--- src/rtl/iter_mul_seq.sv ---
// rtl/iter_mul_seq.sv - iterative shift-and-add unsigned multiplier with START/BUSY/DONE sequencing
module iter_mul_seq #(
    parameter int WIDTH = 24
) (
    input  logic                   CLK,
    input  logic                   RESET,
    input  logic                   START,
    input  logic [WIDTH-1:0]       A,
    input  logic [WIDTH-1:0]       B,
    output logic                   BUSY,
    output logic                   DONE,
    output logic [2*WIDTH-1:0]     P
);

    localparam int SW = (WIDTH > 1) ? $clog2(WIDTH) : 1;
    localparam logic [SW-1:0] LAST = SW'(WIDTH - 1);

    typedef enum logic [1:0] {
        IDLE = 2'd0,
        RUN  = 2'd1,
        FIN  = 2'd2
    } state_t;

    state_t           state;
    logic [WIDTH-1:0] mcand;
    logic [WIDTH:0]   hi;
    logic [WIDTH-1:0] lo;
    logic [SW-1:0]    step;
    logic [WIDTH:0]   sum;

    // hi never exceeds 2^WIDTH-1 between steps, so a WIDTH+1 bit sum cannot overflow
    always_comb begin
        sum = hi + (lo[0] ? {1'b0, mcand} : '0);
    end

    always_ff @(posedge CLK) begin
        if (RESET) begin
            state <= IDLE;
            BUSY  <= 1'b0;
            DONE  <= 1'b0;
            P     <= '0;
            step  <= '0;
            hi    <= '0;
            lo    <= '0;
            mcand <= '0;
        end else begin
            case (state)
                IDLE, FIN: begin
                    DONE <= 1'b0;
                    if (START) begin
                        mcand <= A;
                        hi    <= '0;
                        lo    <= B;
                        step  <= '0;
                        BUSY  <= 1'b1;
                        state <= RUN;
                    end else begin
                        BUSY  <= 1'b0;
                        state <= IDLE;
                    end
                end
                RUN: begin
                    hi   <= {1'b0, sum[WIDTH:1]};
                    lo   <= {sum[0], lo[WIDTH-1:1]};
                    step <= step + 1'b1;
                    if (step == LAST) begin
                        P     <= {sum, lo[WIDTH-1:1]};
                        BUSY  <= 1'b0;
                        DONE  <= 1'b1;
                        state <= FIN;
                    end
                end
                default: begin
                    BUSY  <= 1'b0;
                    DONE  <= 1'b0;
                    state <= IDLE;
                end
            endcase
        end
    end

endmodule

--- config.mk ---
export PLATFORM = sky130hd
export DESIGN_NAME = iter_mul_seq
export DESIGN_NICKNAME = d
export VERILOG_FILES = /design/src/rtl/iter_mul_seq.sv
export SDC_FILE = /design/constraint.sdc
export NUM_CORES = 1
export LEC_CHECK = 0
export CAP_MARGIN = 10
export CORE_ASPECT_RATIO = 0.8
export CORE_MARGIN = 2
export CORE_UTILIZATION = 50
export DETAILED_ROUTE_END_ITERATION = 8
export HOLD_SLACK_MARGIN = 0.08
export PLACE_DENSITY = 0.82
export REMOVE_ABC_BUFFERS = 1
export SLEW_MARGIN = 20
export SYNTH_ARGS = -nofsm -noshare
export SYNTH_HDL_FRONTEND = slang
export SYNTH_SLANG_ARGS = --single-unit
--- constraint.sdc ---
create_clock -name CLK -period 4.4 [get_ports CLK]
set_clock_uncertainty 0.15 [all_clocks]
set_input_delay 0.66 -clock CLK [delete_from_list [all_inputs] [get_ports CLK]]
set_output_delay 0.66 -clock CLK [all_outputs]
set_load 0.05 [all_outputs]
# After elaboration in Yosys (flattened, before gate mapping)
# Index checks and enable logic that the tools add are counted.
[op_classes]
n_bitwise = 1
order_cmp = 0
muxes = 13
n_reduce_logical = 7
div_mod_pow = 0
add_sub_neg = 2
n_eq_ne = 5
n_shift = 0
multipliers = 0
[op_table]
columns = ["op", "count"]
rows = [
  ["$pmux W25 S2", 1],
  ["$mux W24", 2],
  ["$pmux W24 S2", 1],
  ["$add A25 B24 Y25", 1],
  ["$mux W25", 1],
  ["$pmux W5 S2", 1],
  ["$reduce_and A2 Y1", 3],
  ["$add A5 B1 Y5 const B", 1],
  ["$eq A5 B5 Y1 const B", 1],
  ["$mux W5", 1],
  ["$ne A2 B2 Y1 const B", 2],
  ["$pmux W2 S2", 1],
  ["$reduce_or A2 Y1", 2],
  ["$mux W1", 3],
  ["$eq A2 B1 Y1 const B", 1],
  ["$eq A2 B2 Y1 const B", 1],
  ["$logic_not A2 Y1", 1],
  ["$mux W2", 1],
  ["$pmux W1 S2", 1],
  ["$reduce_bool A2 Y1", 1],
  ["$not A1 Y1", 1],
]
[totals]
memories = 0
ram_bits = 0
word_cells = 36
register_bits = 130
latch_bits = 0
romBits = 0

# Logic depth before layout (Yosys ltp)
[depth]
word_depth = 4
mapped_depth = 11
ltp_nobuf = 10

# Worst setup path after synthesis
# No wires, ideal clock.
[synth_timing]
kind = "register to register"
startpoint = "register lo[0]"
endpoint = "register P[47]"
path_buffers = 1
path_stages_with_launch = 12
synth_period_minus_slack_ps = 2775
t_arrival_ps = 2493
path_slack_ps = 1625
setup_ps = 132
cell_sequence = "dfxtp_1 -> clkbuf_1 -> and2_1 -> ha_1 -> fa_1 -> a21o_1 -> a221oi_2 -> o21ai_1 -> a31oi_1 -> nand2_1 -> a31oi_1 -> a21oi_1"
[synth_via]
elab_chain_cells = 2
[synth_rtl]
columns = ["element", "line", "text"]
rows = [
  ["from (decl)", "27", "logic [WIDTH-1:0] lo;"],
  ["from (signal assigned)", "64", "lo <= {sum[0], lo[WIDTH-1:1]};"],
  ["$mux W24", "33", "sum = hi + (lo[0] ? {1'b0, mcand} : '0);"],
  ["$add A25 B24 Y25", "33", ""],
  ["to (signal assigned)", "67", "P <= {sum, lo[WIDTH-1:1]};"],
  ["to (decl)", "12", "output logic [2*WIDTH-1:0] P"],
]
# No other way between the ends.
# A chain may end at the register's enable or synchronous reset.

# Worst setup path after layout
# Ends and elaborated chain as after synthesis.

==> results.tsv <==
metric	value	unit
TritonCTS Buffers	17	
layout net count	881	
CTS max path bufs	2	
vias in the first global route	5586	
top-area cell type share of the netlist area	43.0	%
VDD IR-drop max	0.000309	V
CTS tree	done	
clock transition at the registers of the reported paths	60	ps
layout cell share with drive strength beyond 1	6.73	%
buffer count from post-CTS setup fixing	0	
Tmin final	3430	ps
H-tree Lvls	4	
Power Dens Cells	376	nW/um^2
critical path arrival	3550	ps
Worst-Skew Late Latency	420	ps
largest net degree at the start of global routing	60	
FMAX	0.291	GHz
Sw Ratio	24.0	%
CTS Hold Bufs	0	
max-cap violations	0	
Netlist cell types	56	
Reg power frac	42.3	%
Yosys reg bits	128	
status	completed	
P_sw	0.692	mW
number of synthesized flops with an enable pin	0	
Vias/cell	5.84	
type of origin of the critical path	flop	
post-synthesis area per instance	8.22	um^2
Worst Path Required	4520	ps
first-pass GRT wire length	26.5	mm
Tightest Pin Transition	1140	ps
crit path max fanout	25	
combinational cell fraction of total power	6.7	%
clock share of power	51.0	%
GRT Total Usage	25.4	%
Layout fillers	952	
area leader, netlist	dfxtp_1	
initial core utilization	51.6	%
Final setup viols	0	
Detail Placement HPWL	10.9	mm
core area	11600	um^2
post-synthesis cell area	5960	um^2
register area share after synthesis	43.0	%
Crit Path Class	flop to flop	
row count	35	
leakage	2.88	nW
worst relative slew slack	24.0	%
detailed-route via count	5635	
WL/cell	16.9	um
diode count	0	
Root Driver	clkbuf_16	
post-CTS sizing	0	
prevailing post-synth register cell	dfxtp_1	
Final ANT Viol Nets	0	
Final Hold Fails	0	
placer congestion estimate	0.975	
TritonCTS Sinks	128	
final WL	16.3	mm
number of top-level pins	101	
die height	102	um
HP Class	flop to flop	
Int Pwr	2.19	mW
Layout area overhead	28.4	%
ranking of synthesized cells by area	dfxtp_1 (43%), nand2_1 (9.7%), a21oi_1 (8.5%)	
Syn. warnings	0	
Port Buf Inserts	100	
ys async rst share	0	%
Die W	126	um
GRT Residual Overflow	0	
critical path endpoint category	flop	
Syn Inst Count	725	
fin util	66.2	%
Slew Viols, Final	0	
DR iter-0 viols	519	
first drt pass iteration count	7	
Setup TNS	0	ps
RSZ-0062 raised after global routing	false	
Die ar.	12800	um^2
final worst path period share	78.1	%
initial antenna violation count	0	
number of remaining DRC errors	0	
power by group through the flow:
stage / logic [mW] / registers (mW) / clock network [mW]
6_report: 0.193 / 1.22 / 1.47
5_1_grt: 0.210 / 1.22 / 1.53
4_1_cts: 0.192 / 1.22 / 1.47
3_5_place_dp: 0.190 / 1.24 / 0
3_3_place_gp: 0.184 / 1.24 / 0
2_1_floorplan: 0.0894 / 1.24 / 0
synth_stat cells (2+ instances only):
cell	n
nand4_1	8
o21ai_1	14
a211oi_2	2
o21a_1	3
buf_1	7
a31oi_1	8
mux2i_1	2
xnor2_1	14
clkbuf_1	39
and3_1	5
dfxtp_1	128
inv_1	2
nor4_1	3
a21o_1	8
ha_1	25
nor2b_1	3
or2_2	3
and4_1	2
a22oi_1	27
nor3_1	8
nand3_1	11
o21bai_1	3
a22o_1	23
o211ai_1	2
a211oi_1	4
xor2_1	7
and2_1	26
o21ai_0	10
nand2_1	154
nor2_1	40
nand2b_1	2
or4_1	4
a21oi_1	101
a21boi_1	2
or3_1	2
nand3b_1	2
a211o_1	2
stage by stage:
step	total power, mW	setup WS (ps)	std cells	hold slack [ps]	area, um^2
4_1_cts	2.88	983	965	303	7650
6_report	2.88	966	965	303	7660
2_1_floorplan	1.32	513	678	276	5780
3_5_place_dp	1.43	1010	933	295	7040
3_3_place_gp	1.42	1130	933	291	7040
5_1_grt	2.96	667	965	322	7660
registers in the layout, indices dropped and copies added, names as in the netlist:
| register | cells |
|---|---|
| mcand | 24 |
| state | 2 |
| step | 5 |
| hi | 24 |
| lo | 24 |
| DONE | 1 |
| P | 48 |
placed cells by master, fill, tap and decap left out, types with 7 or more instances in the layout:
master	n
dfxtp_1	128
and2_1	26
clkdlybuf4s50_1	99
o21ai_0	10
ha_1	25
nand2_1	154
a21oi_1	101
nand3_1	11
a22oi_1	27
a31oi_1	8
a22o_1	23
xor2_1	7
a21o_1	8
clkbuf_16	17
nand4_1	8
nor2_1	38
o21ai_1	14
nor3_1	7
buf_4	7
xnor2_1	14
layer usage:
| metal | track usage, % | up-vias | part of all wire, % |
|---|---|---|---|
| li1 | - | 2719 | - |
| met1 | 33.0 | 2687 | 44 |
| met2 | 42.7 | 210 | 48 |
| met3 | 6.08 | 19 | 6.9 |
| met4 | 7.19 | 0 | 1.0 |
| met5 | 0 | - | 0 |
worst paths after layout:
path / start / to / slack (ps) / cells past startpoint
worst max register to register: lo[0] / P[47] / 970 / 10
worst min register to register: mcand[4] / mcand[4] / 300 / 2
worst min-delay path: mcand[4] / mcand[4] / 300 / 2
worst max-delay path: lo[0] / P[47] / 970 / 10
final cells by class:
class	count	area, um^2	share of cell area, %
Multi-Input combinational cell	547	3230	42.2
Sequential cell	128	2560	33.5
Timing Repair Buffer	107	1050	13.7
Clock buffer	18	439	5.74
Tap cell	148	185	2.42
Clock inverter	14	178	2.32
Inverter	3	11.3	0.147
cell families (layout without fill, tap and decap cells):
kind of cell | Yosys count | count (layout) | synth area share, %
simple gates | 277 | 277 | 20.9
compound gates | 221 | 221 | 23.9
flops | 128 | 128 | 43.0
buf+inv | 50 | 142 | 3.17
fa+ha+maj | 26 | 26 | 5.58
xor+xnor | 21 | 21 | 3.09
mux | 2 | 2 | 0.336
worst max-delay path: stages (launching register included):
cell and delay, ps:
dfxtp_1 580, and2_1 280, ha_1 200, fa_1 410
a21o_1 220, a221oi_2 340, o21ai_1 230, a31oi_1 410
nand2_1 100, a31oi_1 250, a21oi_1 100
Note: power is estimated with default switching activity, not from simulation.
